**config.mk**
```make
export PLATFORM = sky130hd
export DESIGN_NAME = rxshift_deframer
export DESIGN_NICKNAME = d
export VERILOG_FILES = /design/src/rtl/rxshift_deframer.sv
export SDC_FILE = /design/constraint.sdc
export NUM_CORES = 1
export LEC_CHECK = 0
export CAP_MARGIN = 10
export CELL_PAD_IN_SITES_DETAIL_PLACEMENT = 0
export CELL_PAD_IN_SITES_GLOBAL_PLACEMENT = 1
export CORE_ASPECT_RATIO = 0.6
export CORE_MARGIN = 1
export CORE_UTILIZATION = 30
export CTS_CLUSTER_DIAMETER = 200
export DETAILED_ROUTE_END_ITERATION = 7
export HOLD_SLACK_MARGIN = 0.12
export PLACE_DENSITY_LB_ADDON = 0.1
export RECOVER_POWER = 100
export SETUP_SLACK_MARGIN = 0.05
export SLEW_MARGIN = 25
export SYNTH_ARGS = -nofsm -noshare
export SYNTH_HDL_FRONTEND = slang
export SYNTH_SLANG_ARGS = --single-unit
```
**constraint.sdc**
```tcl
create_clock -name i_Pclk -period 3.5 [get_ports i_Pclk]
set_input_delay 0.35 -clock i_Pclk [delete_from_list [all_inputs] [get_ports i_Pclk]]
set_output_delay 0.35 -clock i_Pclk [all_outputs]
set_load 0.01 [all_outputs]
```
**src/rtl/rxshift_deframer.sv**
```systemverilog
// rxshift_deframer: USRT receive front end.
// Detects the start bit, shifts in 8 data bits LSB first, an optional parity
// bit and STOP_BITS stop bits, then presents {stop,parity,data,start} with a
// one-cycle enable one edge after the final stop bit is sampled.
// Optional macro RX_SYNC_EN: routes i_Rx through a 2-flop synchronizer.
module rxshift_deframer #(
  parameter int STOP_BITS = 1
) (
  input  logic        i_Pclk,
  input  logic        i_Rst_n,
  input  logic        i_Rx,
  input  logic [1:0]  i_Parity,
  output logic [10:0] o_Data,
  output logic        o_Enable,
  output logic        o_FrameErr,
  output logic        o_Busy
);

  typedef enum logic [2:0] {IDLE, DATA, PARITY, STOP, WAIT_IDLE} state_t;

  localparam logic LAST_STOP = (STOP_BITS == 2) ? 1'b1 : 1'b0;

  state_t     state, state_n;
  logic       rx;
  logic [2:0] bit_cnt;
  logic       stop_cnt;
  logic [1:0] par_mode;
  logic       has_par;
  logic [7:0] shift;
  logic       par_bit;
  logic       frame_done, frame_bad;
  logic       done_pend, err_pend;

`ifdef RX_SYNC_EN
  logic [1:0] sync;

  // Two-flop synchronizer, reset to the idle line level
  always_ff @(posedge i_Pclk or negedge i_Rst_n) begin
    if (!i_Rst_n) sync <= '1;
    else          sync <= {sync[0], i_Rx};
  end

  assign rx = sync[1];
`else
  assign rx = i_Rx;
`endif

  assign has_par = par_mode[0] ^ par_mode[1];
  assign o_Busy  = (state != IDLE);

  // State register
  always_ff @(posedge i_Pclk or negedge i_Rst_n) begin
    if (!i_Rst_n) state <= IDLE;
    else          state <= state_n;
  end

  // Next-state decode and frame completion / framing error strobes
  always_comb begin
    state_n    = state;
    frame_done = 1'b0;
    frame_bad  = 1'b0;
    case (state)
      IDLE:      if (!rx) state_n = DATA;
      DATA:      if (bit_cnt == 3'd7) state_n = has_par ? PARITY : STOP;
      PARITY:    state_n = STOP;
      STOP: begin
        if (!rx) begin
          frame_bad = 1'b1;
          state_n   = WAIT_IDLE;
        end else if (stop_cnt == LAST_STOP) begin
          frame_done = 1'b1;
          state_n    = IDLE;
        end
      end
      WAIT_IDLE: if (rx) state_n = IDLE;
      default:   state_n = IDLE;
    endcase
  end

  // Bit/stop counters, parity mode latch and shift register
  always_ff @(posedge i_Pclk or negedge i_Rst_n) begin
    if (!i_Rst_n) begin
      bit_cnt  <= '0;
      stop_cnt <= 1'b0;
      par_mode <= '0;
      shift    <= '0;
      par_bit  <= 1'b0;
    end else begin
      case (state)
        IDLE: begin
          if (!rx) begin
            bit_cnt  <= '0;
            par_mode <= i_Parity;
            par_bit  <= 1'b0;
          end
        end
        DATA: begin
          shift[bit_cnt] <= rx;
          if (bit_cnt != 3'd7) bit_cnt <= bit_cnt + 3'd1;
          stop_cnt <= 1'b0;
        end
        PARITY: begin
          par_bit  <= rx;
          stop_cnt <= 1'b0;
        end
        STOP: begin
          if (rx && (stop_cnt != LAST_STOP)) stop_cnt <= 1'b1;
        end
        default: ;
      endcase
    end
  end

  // Output frame register and delayed strobes; pulses trail the final stop edge by one cycle
  always_ff @(posedge i_Pclk or negedge i_Rst_n) begin
    if (!i_Rst_n) begin
      o_Data     <= '0;
      done_pend  <= 1'b0;
      err_pend   <= 1'b0;
      o_Enable   <= 1'b0;
      o_FrameErr <= 1'b0;
    end else begin
      if (frame_done) o_Data <= {1'b1, par_bit, shift, 1'b0};
      done_pend  <= frame_done;
      err_pend   <= frame_bad;
      o_Enable   <= done_pend;
      o_FrameErr <= err_pend;
    end
  end

endmodule

```
==> results of run 1 <==
[sequential cells by signal, indices dropped and copies added, names as in the netlist]
signal and flops:
o_Data 10, shift 8, done_pend 1, o_FrameErr 1, bit_cnt 3, stop_cnt 1, state 3, o_Enable 1
err_pend 1, par_bit 1, par_mode 2
[power breakdown]
group          switching [mW]  internal, mW
sequential              0.129         0.525
clock                   0.129         0.211
combinational           0.193         0.308
[cell type report]
type	count	share of cell area [%]
Clock buffer	6	4.303
Timing Repair Buffer	18	10.31
Clock inverter	2	2.077
Sequential cell	32	47.48
Tap cell	60	4.451
Multi-Input combinational cell	67	31.38
[worst max-delay path by stage]
| stage | startpoint | end | slack [ps] | cells past startpoint |
|---|---|---|---|---|
| 5_1_grt | i_Rst_n | shift[4] | 990 | 2 |
| 2_1_floorplan | bit_cnt[1] | bit_cnt[2] | 2050 | 5 |
| 3_3_place_gp | i_Rx | o_Data[2] | 1050 | 3 |
| 6_report | i_Rx | o_Data[5] | 1280 | 3 |
| 4_1_cts | i_Rx | o_Data[5] | 1270 | 3 |
| 3_5_place_dp | i_Rx | o_Data[9] | 980 | 3 |
[layer usage]
metal	GRT usage [%]	vias up	part of all wire, %
li1	-	411	-
met1	16.96	414	55
met2	15.65	16	40
met3	4.525	2	4.1
met4	3.175	0	0.90
met5	0	-	0
[synthesized netlist by cell type, types with 2 or more instances]
master     n
clkbuf_1   2
nor2b_1    3
nor2_1     4
a21oi_1    3
nand3_1    2
nand2_1    9
xnor2_1    2
buf_2      2
nor3_1     3
a22o_1     5
dfrtp_1   32
buf_4      2
nor4_1     2
ha_1       2
mux2_2    20
[worst max-delay path: stages]
cell and delay [ps]:
dlygate4sd3_1 850, nor3b_2 760, mux2_2 410
[logic make-up (layout without fill, tap and decap cells)]
logic type,after synthesis,in the layout
other cells,1,1
flops,32,32
buf+inv,6,26
fa+ha+maj,2,2
compound gates,10,10
xor+xnor,2,2
simple gates,32,32
mux,20,20
[stage by stage]
| stage | hold slack [ps] | instances | worst slack [ps] | area (um^2) | power (mW) |
|---|---|---|---|---|---|
| floorplan | 54.41 | 105 | 2046 | 1369 | 0.9906 |
| global placement | 336.7 | 177 | 1047 | 1589 | 1.199 |
| detailed placement | 337.1 | 177 | 981.2 | 1589 | 1.204 |
| CTS | 352.9 | 185 | 1266 | 1697 | 1.553 |
| global route | 359.0 | 185 | 985.6 | 1687 | 1.603 |
| finish | 350.9 | 185 | 1278 | 1687 | 1.496 |
==> results.json, run 1 <==
{
  "leakage_nw": 0.7206,
  "synth_area_um2": 1369,
  "peakVddDrop_uv": 290.9,
  "synth_cells": 105,
  "end_kind": "register",
  "row_count": 18,
  "failed_checks": "capacitance limit, slew limit",
  "r2r-end": "o_Data[5]",
  "portBuffers": 17,
  "dr.pass1.iters": 4,
  "wirelength_mm": 2.434,
  "synth_mux_area_share_pct": 16.45,
  "final.setup_skew_ps": 5.517,
  "cts_sinks": 32,
  "grt.overflow.total": 0,
  "fmax_mhz": 450.0,
  "synth_seq_area_share_pct": 58.50,
  "r2r_start": "state[0]",
  "status": "finished, violations left",
  "min_delay_worst_endpoint": "o_Enable",
  "clk-insertion-delay-late_ps": 270,
  "grt_first_pass_wirelength_mm": 4.043,
  "grt_pass1_vias": 817,
  "final_common_cell": "dfrtp_1",
  "synth_top_family_by_area": "multiplexers",
  "finalCritPeriodShare_pct": 63.49,
  "cts_tree": "built",
  "drv_slew": 33,
  "drt_iter0_drc": 37,
  "drc_errors": 0,
  "htreeDepth": 2,
  "num_vias": 843,
  "final-setup-viol-count": 0,
  "wl_per_cell_um": 13.16,
  "seqCellArea_um2": 800.8,
  "worst_slew_pin_slew_ps": 1695,
  "cts_made_buffers": 5,
  "die_area_um2": 4846,
  "postCtsHoldBufs": 0,
  "core_area_um2": 4234,
  "synth_xor_xnor_area_share_pct": 1.280,
  "maxSlewHeadroom_pct": -12.97,
  "ios": 19,
  "ctsLongestPathBuffers": 2,
  "grt_setup_unrepaired": "no",
  "grt_max_degree": 33,
  "vias_per_cell": 4.557,
  "dpl.hpwl_mm": 1.683,
  "cp.required_ps": 3660,
  "multi_input_area_um2": 529.3,
  "cts_resized": 0,
  "maxCapViolCount": 1,
  "yosysWarnings": 0,
  "synthAdderAreaFrac_pct": 1.828,
  "syn-mean-instance-area_um2": 13.04,
  "n_antenna_cell": 0,
  "rrSetupSlack_ps": 1400,
  "finalCriticalPeriod_ps": 2222,
  "cts_root_buf": "clkbuf_8",
  "syn_nets": 112,
  "synth.distinct_cells": 27,
  "final_cell_mix": "dfrtp_1 (32), mux2_2 (20), dlygate4sd3_1 (15), nand2_1 (9)",
  "fin_util_pct": 39.83,
  "start_kind": "input pin",
  "cp_max_fo": 15,
  "critical_path_class": "in2reg",
  "dieWidth_um": 89.21,
  "final_hold_viol_count": 0,
  "synth_flop_cell": "dfrtp_1",
  "postRouteAntennaNets": 0,
  "yosysTopAreaCell": "dfrtp_1",
  "fin_nets": 131,
  "drive_gt1_share_pct": 24.00,
  "holdCritPathClass": "reg2reg",
  "holdPathStages": 0,
  "p_per_area_nw_per_um2": 886.8,
  "setup_tns_ps": 0,
  "initial_utilization_pct": 32.33,
  "die_h_um": 54.32,
  "ys_seq_elements": 32,
  "post-cts-setup-buffers": 0,
  "synth_compound_area_share_pct": 5.576,
  "hp-start": "done_pend",
  "synth_top_area_share_pct": 58.50,
  "clk_pin_slew_ps": 60,
  "gp_congestion": 0.7356,
  "yosys-top-cells-area": "dfrtp_1 (59%), mux2_2 (16%), a22o_1 (3.2%)",
  "syn_to_final_growth_pct": 23.22,
  "critPathArrivalTime_ps": 2380,
  "ff2ff_path_depth": 3,
  "antenna_found_initial": 0,
  "n_fill_cell": 439,
  "track_usage_pct": 11.60,
  "synth_edf_count": 0,
  "ys_async_sr_fraction_pct": 100.0,
  "yosys.area_share.simple_pct": 13.71
}
No activity file was read; power rests on OpenSTA's default activity.
==> run 2, diff against run 1 <==
clock period = 1.9 ns   (was 3.5 ns; I/O delays follow)
==> run 2 against run 1 <==
The flow now finishes without violations. Global-route usage grew 0.81 points. Clock skew grew 2.8 ps. Clock power grew 53%. Combinational power grew 99%. Die area is the same. Non-clock buffer count grew 5. Flip-flop and latch count is the same. First-iteration DRC count grew 27%. Utilization grew 0.33 points. Setup slack lost 1200 ps. Final area grew 0.82%. Highest routed layer unchanged.
==> results.json, run 2 (synthesized netlist as in run 1, its figures left out) <==
{
  "status": "finished clean",
  "rrSetupSlack_ps": 260,
  "maxCapViolCount": 0,
  "dieWidth_um": 89.21,
  "end_kind": "output port",
  "largest_reg_flops": 10,
  "core_area_um2": 4234,
  "antenna_found_initial": 0,
  "peakVddDrop_uv": 588.7,
  "num_vias": 850,
  "cp_slowest_cell": "clkdlybuf4s50_1",
  "fin_nets": 136,
  "cp_max_fo": 8,
  "n_fill_cell": 428,
  "grt_pass1_vias": 855,
  "r2r_start": "bit_cnt[0]",
  "drc_errors": 0,
  "drive_gt1_share_pct": 26.15,
  "hp-start": "done_pend",
  "finalCriticalPeriod_ps": 1773,
  "critPathArrivalTime_ps": 1580,
  "final-setup-viol-count": 0,
  "final_cell_mix": "dfrtp_1 (31), mux2_2 (20), dlygate4sd3_1 (14), nand2_1 (9), clkbuf_8 (6)",
  "max_flop_register": "o_Data",
  "reg.largest.list": "o_Data (10), shift (8)",
  "dpl.hpwl_mm": 1.761,
  "clk_pin_slew_ps": 70,
  "syn_to_final_growth_pct": 24.22,
  "die_area_um2": 4846,
  "leakage_nw": 0.7343,
  "drv_slew": 0,
  "die_h_um": 54.32,
  "setup_tns_ps": 0,
  "setup_slack_ps": 127.2,
  "ctsLongestPathBuffers": 2,
  "cts_made_buffers": 5,
  "gp_congestion": 0.7063,
  "holdCritPathClass": "reg2reg",
  "multi_input_area_um2": 524.3,
  "portBuffers": 17,
  "clk-insertion-delay-late_ps": 270,
  "row_count": 18,
  "post-cts-setup-buffers": 0,
  "ios": 19,
  "ff2ff_path_depth": 3,
  "r2r-end": "shift[6]",
  "cts_root_buf": "clkbuf_8",
  "grt_first_pass_wirelength_mm": 4.333,
  "p_per_area_nw_per_um2": 1586,
  "dr.pass1.iters": 4,
  "cts_tree": "built",
  "final.setup_skew_ps": 8.326,
  "track_usage_pct": 12.41,
  "cts_sinks": 32,
  "grt_max_degree": 33,
  "finalCritPeriodShare_pct": 93.30,
  "cp.required_ps": 1710,
  "postRouteAntennaNets": 0,
  "initial_utilization_pct": 32.33,
  "dp_worst_setup_slack_ps": 245.0,
  "wirelength_mm": 2.503,
  "drt_iter0_drc": 47,
  "critical_path_class": "reg2out",
  "final_hold_viol_count": 0,
  "min_delay_worst_endpoint": "o_Enable",
  "vias_per_cell": 4.474,
  "fmax_mhz": 564.1,
  "htreeDepth": 2,
  "grt_setup_unrepaired": "no",
  "start_kind": "register",
  "wl_per_cell_um": 13.17,
  "final_common_cell": "dfrtp_1",
  "worst_slew_pin_slew_ps": 793.5,
  "path_cells": "or3_1 > clkdlybuf4s50_1",
  "holdPathStages": 0,
  "seqCellArea_um2": 802.0,
  "grt.overflow.total": 0,
  "n_antenna_cell": 0,
  "maxSlewHeadroom_pct": 47.10,
  "critPathMaxStageDelay_ps": 490
}
-- run 2: worst max-delay path by stage --
stage                     slack (ps)  depth (start not counted)          to  startpoint
after floorplan                  450                          5  bit_cnt[2]  bit_cnt[1]
after global routing              60                          2      o_Busy    state[0]
after global placement           290                          4   o_Data[9]        i_Rx
after detailed placement         240                          4   o_Data[3]        i_Rx
final                            130                          2      o_Busy    state[1]
after CTS                         80                          2      o_Busy    state[1]
-- run 2: what timing repair did --
item	4_1_cts	5_1_grt
resized for setup	0	1
hold buffers	0	0
endpoints found under the setup margin	0	1
-- run 2: worst max-delay path: cells and delay by family, from the launching register on --
| kind | cells | cell delay (ps) |
|---|---|---|
| AND/OR/NAND/NOR | 1 | 370 |
| flip-flops | 1 | 450 |
| buffers and inverters | 1 | 490 |
-- run 2: report_power, final --
| group | total (mW) | leakage (nW) | internal [mW] | switching (mW) |
|---|---|---|---|---|
| sequential | 1.17 | 0.392 | 0.970 | 0.205 |
| clock | 0.521 | 0.0455 | 0.295 | 0.226 |
| combinational | 1.00 | 0.297 | 0.591 | 0.411 |
-- run 2: cell type report --
cell class | count | share of cell area (%)
Sequential cell | 32 | 47.17
Tap cell | 60 | 4.415
Timing Repair Buffer | 23 | 12.29
Multi-Input combinational cell | 67 | 30.83
Clock buffer | 8 | 5.298
-- run 2: layer usage --
layer / share of wire, % / global-route usage (%) / vias up
met5: 0 / 0 / -
met4: 0.84 / 3.175 / 0
met3: 4.0 / 4.676 / 2
met2: 39 / 17.05 / 17
met1: 56 / 18.11 / 412
li1: - / - / 419
-- run 2: per-stage QoR --
step	power [mW]	area, um^2	hold slack, ps	instances	util (%)
final	2.697	1700	350.1	190	40.16
after global routing	2.921	1700	365.3	190	40.16
after CTS	2.803	1717	326.4	190	40.54
after detailed placement	2.266	1627	341.0	182	38.42
after global placement	2.243	1627	337.0	182	38.42
after floorplan	1.825	1369	-105.6	105	-
